===== src/rtl/fsbm_pkg.sv =====
// Shared constants and state encoding for the full-search block-matching datapath
// (SAD array and downstream minimum-compare stage).
package fsbm_pkg;

    localparam int PIX_W   = 8;
    localparam int SUM_W   = 12;
    localparam int N_CAND  = 16;
    localparam int BLK_PIX = 16;
    localparam int CNT_W   = 4;

    typedef logic [1:0] state_t;

    localparam state_t ST_IDLE  = 2'd0;
    localparam state_t ST_ACCUM = 2'd1;
    localparam state_t ST_DONE  = 2'd2;

    // Sample index of the final pixel of a block.
    localparam logic [CNT_W-1:0] CNT_LAST = CNT_W'(BLK_PIX - 1);

endpackage


===== src/rtl/sad_pe.sv =====
// One SAD processing element: absolute difference of a pixel pair plus a
// clearable, enabled accumulator. o_next is the accumulator value including this pair.
module sad_pe #(
    parameter int PIX_W = fsbm_pkg::PIX_W,
    parameter int SUM_W = fsbm_pkg::SUM_W
) (
    input  logic             clk,
    input  logic             rst,
    input  logic             i_clear,
    input  logic             i_en,
    input  logic [PIX_W-1:0] i_cur,
    input  logic [PIX_W-1:0] i_ref,
    output logic [SUM_W-1:0] o_next
);

    logic [SUM_W-1:0] r_acc;
    logic [PIX_W-1:0] w_absdiff;

    // One extra bit keeps the signed difference exact; its magnitude always fits PIX_W.
    function automatic logic [PIX_W-1:0] abs_diff(input logic [PIX_W-1:0] a,
                                                  input logic [PIX_W-1:0] b);
        logic signed [PIX_W:0] d;
        logic signed [PIX_W:0] m;
        d = $signed({1'b0, a}) - $signed({1'b0, b});
        if (d[PIX_W]) begin
            m = -d;
        end else begin
            m = d;
        end
        return m[PIX_W-1:0];
    endfunction

    assign w_absdiff = abs_diff(i_cur, i_ref);
    assign o_next    = r_acc + {{(SUM_W - PIX_W){1'b0}}, w_absdiff};

    // Accumulator: cleared at block start, advanced on each accepted sample.
    always_ff @(posedge clk) begin
        if (!rst) begin
            r_acc <= {SUM_W{1'b0}};
        end else if (i_clear) begin
            r_acc <= {SUM_W{1'b0}};
        end else if (i_en) begin
            r_acc <= o_next;
        end else begin
            r_acc <= r_acc;
        end
    end

endmodule


===== src/rtl/sad_array.sv =====
// Sixteen-candidate SAD engine for a 4x4 block: control FSM, sample counter,
// parallel PEs and registered result bank.
module sad_array #(
    parameter int PIX_W   = fsbm_pkg::PIX_W,
    parameter int SUM_W   = fsbm_pkg::SUM_W,
    parameter int N_CAND  = fsbm_pkg::N_CAND,
    parameter int BLK_PIX = fsbm_pkg::BLK_PIX
) (
    input  logic             clk,
    input  logic             rst,
    input  logic             start,
    input  logic             pix_valid,
    input  logic [PIX_W-1:0] cur_pix,
    input  logic [PIX_W-1:0] ref_pix0,
    input  logic [PIX_W-1:0] ref_pix1,
    input  logic [PIX_W-1:0] ref_pix2,
    input  logic [PIX_W-1:0] ref_pix3,
    input  logic [PIX_W-1:0] ref_pix4,
    input  logic [PIX_W-1:0] ref_pix5,
    input  logic [PIX_W-1:0] ref_pix6,
    input  logic [PIX_W-1:0] ref_pix7,
    input  logic [PIX_W-1:0] ref_pix8,
    input  logic [PIX_W-1:0] ref_pix9,
    input  logic [PIX_W-1:0] ref_pix10,
    input  logic [PIX_W-1:0] ref_pix11,
    input  logic [PIX_W-1:0] ref_pix12,
    input  logic [PIX_W-1:0] ref_pix13,
    input  logic [PIX_W-1:0] ref_pix14,
    input  logic [PIX_W-1:0] ref_pix15,
    output logic [SUM_W-1:0] sum0,
    output logic [SUM_W-1:0] sum1,
    output logic [SUM_W-1:0] sum2,
    output logic [SUM_W-1:0] sum3,
    output logic [SUM_W-1:0] sum4,
    output logic [SUM_W-1:0] sum5,
    output logic [SUM_W-1:0] sum6,
    output logic [SUM_W-1:0] sum7,
    output logic [SUM_W-1:0] sum8,
    output logic [SUM_W-1:0] sum9,
    output logic [SUM_W-1:0] sum10,
    output logic [SUM_W-1:0] sum11,
    output logic [SUM_W-1:0] sum12,
    output logic [SUM_W-1:0] sum13,
    output logic [SUM_W-1:0] sum14,
    output logic [SUM_W-1:0] sum15,
    output logic             busy,
    output logic             done
);
    import fsbm_pkg::*;

    state_t           r_state;
    state_t           w_state_nxt;
    logic [CNT_W-1:0] r_cnt;
    logic             r_busy;
    logic             r_done;
    logic             w_clear;
    logic             w_en;
    logic             w_last;
    logic [PIX_W-1:0] w_ref  [N_CAND];
    logic [SUM_W-1:0] w_next [N_CAND];
    logic [SUM_W-1:0] r_sum  [N_CAND];

    assign w_ref[0]  = ref_pix0;
    assign w_ref[1]  = ref_pix1;
    assign w_ref[2]  = ref_pix2;
    assign w_ref[3]  = ref_pix3;
    assign w_ref[4]  = ref_pix4;
    assign w_ref[5]  = ref_pix5;
    assign w_ref[6]  = ref_pix6;
    assign w_ref[7]  = ref_pix7;
    assign w_ref[8]  = ref_pix8;
    assign w_ref[9]  = ref_pix9;
    assign w_ref[10] = ref_pix10;
    assign w_ref[11] = ref_pix11;
    assign w_ref[12] = ref_pix12;
    assign w_ref[13] = ref_pix13;
    assign w_ref[14] = ref_pix14;
    assign w_ref[15] = ref_pix15;

    // Next-state and datapath strobes; start and pix_valid only matter in their own state.
    always_comb begin
        w_state_nxt = r_state;
        w_clear     = 1'b0;
        w_en        = 1'b0;
        w_last      = 1'b0;
        case (r_state)
            ST_IDLE: begin
                if (start) begin
                    w_clear     = 1'b1;
                    w_state_nxt = ST_ACCUM;
                end else begin
                    w_state_nxt = ST_IDLE;
                end
            end
            ST_ACCUM: begin
                if (pix_valid) begin
                    w_en = 1'b1;
                    if (r_cnt == CNT_LAST) begin
                        w_last      = 1'b1;
                        w_state_nxt = ST_DONE;
                    end else begin
                        w_state_nxt = ST_ACCUM;
                    end
                end else begin
                    w_state_nxt = ST_ACCUM;
                end
            end
            ST_DONE: begin
                w_state_nxt = ST_IDLE;
            end
            default: begin
                w_state_nxt = ST_IDLE;
            end
        endcase
    end

    // State, sample counter and status flags, with flags registered from the next state.
    always_ff @(posedge clk) begin
        if (!rst) begin
            r_state <= ST_IDLE;
            r_cnt   <= {CNT_W{1'b0}};
            r_busy  <= 1'b0;
            r_done  <= 1'b0;
        end else begin
            r_state <= w_state_nxt;
            r_busy  <= (w_state_nxt == ST_ACCUM);
            r_done  <= (w_state_nxt == ST_DONE);
            if (w_clear) begin
                r_cnt <= {CNT_W{1'b0}};
            end else if (w_en) begin
                r_cnt <= r_cnt + 4'd1;
            end else begin
                r_cnt <= r_cnt;
            end
        end
    end

    for (genvar g = 0; g < N_CAND; g++) begin : g_pe
        sad_pe #(
            .PIX_W (PIX_W),
            .SUM_W (SUM_W)
        ) u_pe (
            .clk     (clk),
            .rst     (rst),
            .i_clear (w_clear),
            .i_en    (w_en),
            .i_cur   (cur_pix),
            .i_ref   (w_ref[g]),
            .o_next  (w_next[g])
        );
    end

    // Result bank captures the completed sums and holds them until the next block ends.
    always_ff @(posedge clk) begin
        if (!rst) begin
            for (int i = 0; i < N_CAND; i++) begin
                r_sum[i] <= {SUM_W{1'b0}};
            end
        end else if (w_last) begin
            for (int i = 0; i < N_CAND; i++) begin
                r_sum[i] <= w_next[i];
            end
        end else begin
            for (int i = 0; i < N_CAND; i++) begin
                r_sum[i] <= r_sum[i];
            end
        end
    end

    assign busy  = r_busy;
    assign done  = r_done;
    assign sum0  = r_sum[0];
    assign sum1  = r_sum[1];
    assign sum2  = r_sum[2];
    assign sum3  = r_sum[3];
    assign sum4  = r_sum[4];
    assign sum5  = r_sum[5];
    assign sum6  = r_sum[6];
    assign sum7  = r_sum[7];
    assign sum8  = r_sum[8];
    assign sum9  = r_sum[9];
    assign sum10 = r_sum[10];
    assign sum11 = r_sum[11];
    assign sum12 = r_sum[12];
    assign sum13 = r_sum[13];
    assign sum14 = r_sum[14];
    assign sum15 = r_sum[15];

endmodule


===== config.mk =====
export PLATFORM = sky130hd
export DESIGN_NAME = sad_array
export DESIGN_NICKNAME = d
export VERILOG_FILES = /design/src/rtl/fsbm_pkg.sv /design/src/rtl/sad_pe.sv /design/src/rtl/sad_array.sv
export SDC_FILE = /design/constraint.sdc
export NUM_CORES = 1
export LEC_CHECK = 0
export ABC_AREA = 1
export BUFFER_PORTS_ARGS = -buffer_cell sky130_fd_sc_hd__buf_2
export CORE_MARGIN = 10
export CORE_UTILIZATION = 63
export CTS_CLUSTER_SIZE = 10
export DETAILED_ROUTE_END_ITERATION = 6
export GPL_TIMING_DRIVEN = 1
export PLACE_DENSITY_LB_ADDON = 0.12
export SLEW_MARGIN = 20
export SYNTH_ARGS = -nofsm -noshare
export SYNTH_HDL_FRONTEND = slang
export SYNTH_SLANG_ARGS = --single-unit

===== constraint.sdc =====
create_clock -name clk -period 19 [get_ports clk]
set_input_delay 3.8 -clock clk [delete_from_list [all_inputs] [get_ports clk]]
set_output_delay 3.8 -clock clk [all_outputs]
set_load 0.1 [all_outputs]

==> results of run 1 <==
[cell type report]
type / instances / area share
Clock inverter: 9 / 0.00152
Inverter: 712 / 0.0778
Clock buffer: 81 / 0.0402
Sequential cell: 392 / 0.283
Timing Repair Buffer: 345 / 0.0515
Tap cell: 622 / 0.0226
Multi-Input combinational cell: 3180 / 0.523
[power by group]
group	switching, mW	total (mW)	leakage (nW)	internal, mW
clock	0.362	0.857	0.696	0.495
combinational	0.795	1.13	14.1	0.330
sequential	0.0248	0.964	3.60	0.939
[flip-flops by register name, summed over array words and instances (netlist names)]
name / count
g_pe.u_pe.r_acc: 192
done: 1
r_state: 2
busy: 1
r_sum: 192
r_cnt: 4
[worst min-delay path by stage]
stage                                        from                                  to  slack [ns]  cells past startpoint
3_5_place_dp   g_pe[7].u_pe.r_acc[0]$_SDFFE_PP0P_  g_pe[7].u_pe.r_acc[0]$_SDFFE_PP0P_        0.46                      2
2_1_floorplan  g_pe[0].u_pe.r_acc[2]$_SDFFE_PP0P_  g_pe[0].u_pe.r_acc[2]$_SDFFE_PP0P_        0.45                      2
4_1_cts        g_pe[4].u_pe.r_acc[0]$_SDFFE_PP0P_  g_pe[4].u_pe.r_acc[0]$_SDFFE_PP0P_        0.47                      2
6_report       g_pe[0].u_pe.r_acc[2]$_SDFFE_PP0P_  g_pe[0].u_pe.r_acc[2]$_SDFFE_PP0P_        0.47                      2
3_3_place_gp   g_pe[4].u_pe.r_acc[0]$_SDFFE_PP0P_  g_pe[4].u_pe.r_acc[0]$_SDFFE_PP0P_        0.46                      2
5_1_grt        g_pe[1].u_pe.r_acc[0]$_SDFFE_PP0P_  g_pe[1].u_pe.r_acc[0]$_SDFFE_PP0P_        0.50                      2
[critical path, delay by kind of cell]
family,cells,cell delay [ns]
adder cells (fa/ha/maj),2,0.80
AO/OA/AOI/OAI,3,0.77
XOR/XNOR,1,0.20
AND/OR/NAND/NOR,7,0.66
buffers and inverters,5,1.37
[cells in the final DEF, fill, tap and decap left out, drive strengths merged]
cell type,synthesis,routed
edfxtp,192,192
nand2,1075,1075
dfxtp,200,200
buf,44,345
a21o,26,26
o21ai,170,170
clkbuf,45,81
nor2,372,372
o211ai,48,48
a31oi,2,2
nand4,91,91
nand3,366,366
o21a,33,33
o21bai,31,31
nor3,48,48
xnor2,58,58
fa,32,32
xor2,111,111
nor3b,1,1
inv,712,714
and2,24,24
ha,284,284
clkinv,0,7
or2,26,26
nand3b,32,32
a21boi,1,1
a21oi,349,349
[per-layer routing]
metal | vias up | share of wire | GRT usage
met2 | 840 | 0.46 | 0.462
met5 | - | 0 | 0
li1 | 14921 | - | -
met4 | 0 | 0.041 | 0.121
met3 | 172 | 0.074 | 0.0431
met1 | 13220 | 0.43 | 0.357
[synthesized netlist by cell type (all sizes together), types with 44 or more instances]
cell type / n / area (sq um)
nand4: 91 / 569
xor2: 111 / 972
nand3: 366 / 1830
clkbuf: 45 / 169
nor2: 372 / 1430
edfxtp: 192 / 5770
o211ai: 48 / 360
dfxtp: 200 / 4000
nor3: 48 / 245
xnor2: 58 / 508
nand2: 1075 / 4040
buf: 44 / 249
ha: 284 / 3550
o21ai: 170 / 851
a21oi: 349 / 1750
inv: 712 / 2670
[metrics by stage]
step	util	instances	power, mW
final	0.709	5341	2.95
after global routing	0.709	5341	3.12
after CTS	0.708	5340	2.95
after detailed placement	0.679	5250	2.09
after global placement	0.679	5250	2.08
after floorplan	-	4373	1.87
[cell families after synthesis]
kind of cell / Yosys count / share of synthesized area
compound gates: 660 / 0.118
xor+xnor: 169 / 0.0480
fa+ha+maj: 316 / 0.136
buf+inv: 801 / 0.100
flops: 392 / 0.316
simple gates: 2035 / 0.281
==> reports/qor.csv, run 1 <==
metric,value,unit
critPathKind,in -> reg,
grt_use_total,0.279,
yosysSeqAreaShare,0.316,
place_area,0.0330,sq mm
grt_pass1_wl,133000,um
required,19.30,ns
rr_worst_depth,8,
drcViolationCount,0,
rsz0062_at_grt,false,
timing.final.max_slew_violations,0,
path_max_fanout,19,
hold_viol_final,0,
hold_buffers,0,
setup_viol,0,
syn_area,0.0309,sq mm
critPathCaptureType,flop,
cts_max_path_buffers,3,
wl_per_cell,15.6,um
synth_cell_types,35,
ir_drop,63.0,uV
grt_max_degree,202,
dr.pass1.iters,7,
nets,5135,
synth_edf_count,192,
p_leak,18.4,nW
synth_top_flop_cell,dfxtp_1,
crit_arrival,7.64,ns
die-height,241,um
root_buffer,clkbuf_16,
r2r-start,r_state[0]$_SDFF_PN0_,
nFillCells,4267,
endpoint,r_sum[0][78]$_SDFFCE_PN0P_,
cap_violations,0,
io_buffers,333,
cts-resized-gates,0,
h-tree-depth,2,
grt_pass1_vias,27174,
num_vias,29153,
crit_top_cell,nand2_1,
drt-initial-drc-count,2026,
reg2reg_slack,14.93,ns
gp_congestion,0.951,
drive_above_1_share,0.0949,
clk_pin_slew,0.05,ns
cts_tree,built,
synthCells,4373,
layout.area.seq,0.00977,sq mm
path_cells,buf_2 > buf_4 > inv_1 > fa_1 > inv_1 > nand3_1 > nand2_1 > nand4_1 > nand2_1 > inv_1 > o21ai_0 > fa_1 > nand2_1 > nand2_1 > o21ai_0 > o21ai_0 > xnor2_1 > nor2_1,
die_area,0.0582,sq mm
ant_nets,0,
synth_area_per_cell,7.06,sq um
holdWs,0.471,ns
finish.instance_area,0.0345,sq mm
syn_nets,4829,
fmax,136,MHz
crit_path_start,cur_pix[1],
async_reset_ff_frac,0,
start_kind,input port,
skew,0.0220,ns
slowest_delay,0.49,ns
via_per_inst,5.46,
fin_crit_sh,0.386,
dp_hpwl,60200,um
multi_input_area,0.0180,sq mm
core,0.0486,sq mm
yosys_warnings,0,
cts.sinks,392,
power.density,85.4,mW/mm^2
antenna_found_initial,0,
ys_ff_latch,392,
syn2layout_area_growth,11.7,%
cp_slowest_cell,buf_4,
routed_wl,83200,um
fin_ws,11.66,ns
pre_cts_slack,11.08,ns
post_cts_buffers,0,
timing.rr.end,r_sum[0][93]$_SDFFCE_PN0P_,
die_x,241,um
outcome,finished clean,
worstSkewPairLatency,0.58,ns
slew_headroom,0.332,
grt-ovfl-total,0,
pin_count,334,
start_util,0.635,
hold_class,reg -> reg,
min_period,7.34,ns
tightest_slew,1.00,ns
setup_tns,0,ns
cts_buffers,48,
row_count,81,
diodes,0,
(Power assumes the default switching activity.)
==> run 2: changes to the inputs <==
- CORE_UTILIZATION: 63 -> 61
- clock period: 19 -> 6.9 ns (I/O delays scaled with it)
==> reports/qor.csv, run 2 (synthesis results as in run 1) <==
metric,value,unit,change
min_from,g_pe[1].u_pe.r_acc[0]$_SDFFE_PP0P_,,
grt_pass1_vias,27459,,+1.0%
setup_tns,0,ns,unchanged
grt_use_total,0.272,,-0.00689
antenna_found_initial,1,,+1
core,0.0501,sq mm,+2.9%
outcome,finished with violations,,
biggestRegsByFlops,"g_pe.u_pe.r_acc (192), r_sum (192), r_cnt (4)",,
grt-ovfl-total,0,,unchanged
cts-resized-gates,0,,unchanged
die-height,245,um,+1.5%
layout.area.seq,0.00977,sq mm,unchanged
hold_path_end,g_pe[1].u_pe.r_acc[0]$_SDFFE_PP0P_,,
p_leak,18.4,nW,about the same
crit_buf_inv,6,,+1
min_period,4.99,ns,
cp.depth,22,,+4
cts_max_path_buffers,3,,unchanged
cts_buffers,47,,-2.1%
layout_common_cells,"1072 x nand2_1, 708 x inv_1, 366 x nand3_1, 360 x nor2_1, 349 x a21oi_1",,
post_cts_buffers,0,,unchanged
path_max_fanout,10,,-9
required,7.24,ns,-12.06 ns
p_int,4.88,mW,+180%
setup_viol,0,,unchanged
holdPathStages,2,,unchanged
cts_tree,built,,
root_buffer,clkbuf_16,,
power.density,236,mW/mm^2,+180%
pin_count,334,,unchanged
ant_nets,0,,unchanged
die_area,0.0600,sq mm,+3.0%
wl_per_cell,15.6,um,+0.14%
clockPowerShare,0.293,,+0.002
combPwrFrac,0.381,,about the same
slowest_delay,0.48,ns,about the same
hold_class,reg -> reg,,
hold_viol_final,0,,unchanged
tightest_slew,1.09,ns,+0.0860 ns
die_x,245,um,+1.5%
grt_pass1_wl,135000,um,+2.1%
clk_pin_slew,0.06,ns,about the same
drt-initial-drc-count,1914,,-5.5%
cap_violations,0,,unchanged
num_vias,28967,,-0.64%
final_common_cell,nand2_1,,
drcViolationCount,3,,+3
syn2layout_area_growth,11.9,%,
start_kind,input port,,
dr.pass1.iters,7,,unchanged
critPathKind,in -> reg,,
gp_congestion,0.957,,+0.66%
row_count,82,,+1.2%
fmax,200,MHz,
fin_crit_sh,0.723,,
p_sw_frac,0.400,,-0.00128
io_buffers,333,,unchanged
failed_checks,DRC,,
cts.sinks,392,,unchanged
cp_slowest_cell,inv_1,,
rr_worst_depth,7,,-1
critPathCaptureType,flop,,
finalPower,8.13,mW,+180%
reg2reg_slack,3.64,ns,-11.29 ns
power_frac_seq,0.326,,about the same
skew,0.0217,ns,-0.000322 ns
rsz0062_at_grt,false,,
dp_hpwl,61300,um,+1.8%
routed_wl,84000,um,+1.0%
via_per_inst,5.38,,-1.5%
crit_arrival,5.33,ns,-2.31 ns
critPathTopFamily,buffers and inverters,,
hold_buffers,0,,unchanged
ir_drop,173,uV,+180%
path_cells,buf_2 > inv_1 > buf_4 > ha_1 > inv_1 > fa_1 > nand2_1 > nand2_1 > nand2_1 > nor3_1 > nor2_2 > inv_1 > nor2_1 > xor2_1 > inv_1 > ha_1 > a21oi_1 > nand2_1 > nand3_1 > nand2_1 > xor2_1 > and2_1,,
crit_path_start,cur_pix[0],,
timing.final.max_slew_violations,0,,unchanged
power_switching,3.25,mW,+180%
drive_above_1_share,0.0946,,-0.000344
slew_headroom,0.274,,-0.0573
start_util,0.617,,-0.0180
grt_max_degree,173,,-14%
multi_input_area,0.0180,sq mm,unchanged
worstSkewPairLatency,0.59,ns,about the same
diodes,0,,unchanged
r2r-start,r_state[0]$_SDFF_PN0_,,
h-tree-depth,2,,unchanged
timing.rr.end,r_sum[0][81]$_SDFFCE_PN0P_,,
crit_top_cell,nand2_1,,
nets,5134,,-0.019%
nFillCells,4518,,+5.9%
[run 2: cell types whose count changed in the layout (fill, tap and decap cells not counted), sizes merged]
cell,previous run,this run
clkinv,7,3
clkbuf,81,84
inv,714,711
[run 2: worst max-delay path by stage]
| stage | end | slack, ns |
|---|---|---|
| finish | r_sum[1][89]$_SDFFCE_PP0P_ | 1.91 |
| global route | r_sum[1][89]$_SDFFCE_PP0P_ | 1.63 |
| CTS | r_sum[1][89]$_SDFFCE_PP0P_ | 1.99 |
| detailed placement | r_sum[1][89]$_SDFFCE_PP0P_ | 1.36 |
| global placement | r_sum[1][89]$_SDFFCE_PP0P_ | 1.44 |
| floorplan | r_sum[0][0]$_SDFFCE_PN0P_ | 0.54 |
[run 2: per-layer routing]
layer / vias to the layer above / routed length, um / GRT usage
met2: 768 / 38800 / 0.461
met5: - / 0 / 0
met3: 137 / 5960 / 0.0468
met4: 0 / 2490 / 0.0897
met1: 13160 / 36700 / 0.346
li1: 14902 / - / -
[run 2: worst reg2reg max path: cells and delay by family (launching register included)]
kind / cells / cell delay (ns)
AND/OR/NAND/NOR: 5 / 1.74
buffers and inverters: 2 / 0.75
flip-flops: 1 / 0.33
[run 2: area by class of cell]
type | instances | area share
clock buffer | 84 | 0.0414
clock inverter | 2 | 0.000290
inverter | 712 | 0.0777
multi-input combinational | 3180 | 0.522
sequential | 392 | 0.283
tap | 672 | 0.0244
timing repair buffer | 345 | 0.0512
[run 2: power groups by stage]
stage | Clock [mW] | Combinational [mW] | Sequential [mW]
5_1_grt | 2.51 | 3.45 | 2.67
3_3_place_gp | 0 | 3.04 | 2.70
3_5_place_dp | 0 | 3.07 | 2.70
4_1_cts | 2.42 | 3.09 | 2.65
6_report | 2.38 | 3.10 | 2.66
2_1_floorplan | 0 | 1.89 | 3.25
[run 2: metrics by stage]
| stage | utilization | hold WS [ns] | instance area, sq um | setup slack (ns) | std cells |
|---|---|---|---|---|---|
| 4_1_cts | 0.690 | 0.474 | 34500 | 1.99 | 5387 |
| 5_1_grt | 0.690 | 0.492 | 34500 | 1.63 | 5387 |
| 3_3_place_gp | 0.661 | 0.458 | 33100 | 1.44 | 5301 |
| 2_1_floorplan | - | 0.450 | 30900 | 0.537 | 4373 |
| 6_report | 0.690 | 0.473 | 34500 | 1.91 | 5387 |
| 3_5_place_dp | 0.661 | 0.465 | 33100 | 1.36 | 5301 |
==> run 3: changes to the inputs <==
- CORE_UTILIZATION: 61 -> 55
- clock period: 6.9 -> 4.5 ns (I/O delays scaled with it)
==> reports/qor.csv, run 3 (synthesis results as in run 1) <==
metric,value,unit,change
hold_class,reg -> reg,,
critPathTopFamily,adder cells,,
final_common_cell,nand2_1,,
fmax,254,MHz,
fin_ws,0.558,ns,-1.35 ns
setup_viol,0,,unchanged
antenna_found_initial,3,,+2
io_buffers,333,,unchanged
nFillCells,5196,,+15%
slowest_delay,0.43,ns,-0.05 ns
fin_crit_sh,0.876,,
path_cells,buf_2 > inv_1 > buf_12 > ha_1 > inv_1 > fa_1 > nand3_1 > nand3_1 > a21boi_2 > o21ai_0 > xor2_1 > ha_1 > a21oi_1 > nand2_1 > a21oi_1 > xor2_1 > nor2_1,,
cts_tree,built,,
min_period,3.94,ns,
cts_buffers,49,,+4.3%
layout_common_cells,"1072 x nand2_1, 708 x inv_1, 366 x nand3_1, 360 x nor2_1, 349 x a21oi_1",,
cts_max_path_buffers,3,,unchanged
grtUsageMet1,0.332,,-0.0143
dr.pass1.iters,6,,-1
gp_congestion,0.937,,-2.1%
via_per_inst,5.28,,-1.7%
place_area,0.0335,sq mm,+1.4%
outcome,finished clean,,
setup_tns,0,ns,unchanged
routed_wl,86400,um,+2.8%
grt_max_degree,150,,-13%
grtUsageMet3,0.0370,,-0.00981
biggestRegsByFlops,"g_pe.u_pe.r_acc (192), r_sum (192), r_cnt (4)",,
crit_buf_inv,4,,-2
worstSkewPairLatency,0.60,ns,about the same
cp_slowest_cell,fa_1,,
globalRouteMet2Util,0.422,,-0.0390
post_cts_buffers,0,,unchanged
skew,0.0256,ns,+0.00396 ns
syn2layout_area_growth,13.7,%,
power.density,362,mW/mm^2,+54%
finalPower,12.7,mW,+56%
pin_count,334,,unchanged
slew_headroom,0.298,,+0.0232
clk_pin_slew,0.06,ns,about the same
place_inst,5404,,+1.9%
required,4.82,ns,-2.42 ns
core,0.0553,sq mm,+10%
die-height,257,um,+4.9%
grt_pass1_vias,27287,,-0.63%
cap_violations,0,,unchanged
tightest_slew,1.05,ns,-0.0348 ns
busiest_layer,met2,,
critPathCaptureType,flop,,
drive_above_1_share,0.102,,+0.00714
nets,5163,,+0.56%
die_area,0.0660,sq mm,+10%
row_count,86,,+4.9%
path_max_fanout,10,,unchanged
multi_input_area,0.0180,sq mm,about the same
crit_arrival,4.26,ns,-1.07 ns
ant_nets,0,,unchanged
cts-resized-gates,0,,unchanged
critPathKind,in -> reg,,
finish.instance_area,0.0351,sq mm,+1.7%
pre_cts_slack,-0.0502,ns,-1.41 ns
layout.area.seq,0.00977,sq mm,unchanged
diodes,0,,unchanged
start_util,0.558,,-0.0584
die_x,257,um,+4.9%
root_buffer,clkbuf_16,,
hold_buffers,0,,unchanged
cts.sinks,392,,unchanged
start_kind,input port,,
num_vias,29045,,+0.27%
reg2reg_slack,1.74,ns,-1.90 ns
wl_per_cell,15.7,um,+0.78%
hold_viol_final,0,,unchanged
grt-ovfl-total,0,,unchanged
h-tree-depth,2,,unchanged
grt_pass1_wl,139000,um,+2.4%
p_leak,18.6,nW,+1.3%
rsz0062_at_grt,false,,
drcViolationCount,0,,-3
drt-initial-drc-count,1904,,-0.52%
grt_use_total,0.254,,-0.0184
fin_cells,5496,,+2.0%
ir_drop,278,uV,+60%
timing.final.max_slew_violations,0,,unchanged
dp_hpwl,64500,um,+5.2%
[run 3: cell count changes in the layout (fill, tap and decap cells not counted), sizes merged]
cell      change
inv           +1
buf          +27
clkinv        +3
clkbuf        +1
clkinvlp      +1
[run 3: final timing paths]
| check | start | end | cells past startpoint |
|---|---|---|---|
| hold / removal | g_pe[3].u_pe.r_acc[0]$_SDFFE_PP0P_ | g_pe[3].u_pe.r_acc[0]$_SDFFE_PP0P_ | 2 |
| setup / recovery | cur_pix[0] | r_sum[0][18]$_SDFFCE_PN0P_ | 17 |
| hold reg to reg | g_pe[3].u_pe.r_acc[0]$_SDFFE_PP0P_ | g_pe[3].u_pe.r_acc[0]$_SDFFE_PP0P_ | 2 |
| setup reg to reg | r_state[0]$_SDFF_PN0_ | r_sum[1][28]$_SDFFCE_PP0P_ | 9 |
[run 3: area by class of cell]
class,instances,share of cell area
multi-input combinational,3180,0.514
clock inverter,7,0.00118
clock buffer,85,0.0432
sequential,392,0.278
tap,748,0.0267
inverter,712,0.0765
timing repair buffer,372,0.0604
[run 3: report_power, final]
part           internal (mW)  total, mW  switching (mW)  leakage [nW]
Sequential              3.96       4.07           0.105          3.60
Combinational           1.43       4.80            3.37          14.3
Clock                   2.27       3.85            1.58         0.757
Total                   7.67       12.7            5.05          18.6
[run 3: metrics by stage]
step	hold WS [ns]	util
after floorplan	0.450	-
after global placement	0.458	0.607
after detailed placement	0.465	0.607
after CTS	0.474	0.635
after global routing	0.497	0.635
final	0.472	0.635
[run 3: tightest hold or removal path, stage by stage (launching register included)]
cell and delay (ns):
dfxtp_1 0.31, nand2_1 0.06, a21oi_1 0.05
[run 3: routing by layer]
layer	share of wire	wire [um]
met4	0.032	2750
met5	0	0
met2	0.45	39200
met1	0.45	39100
met3	0.061	5290
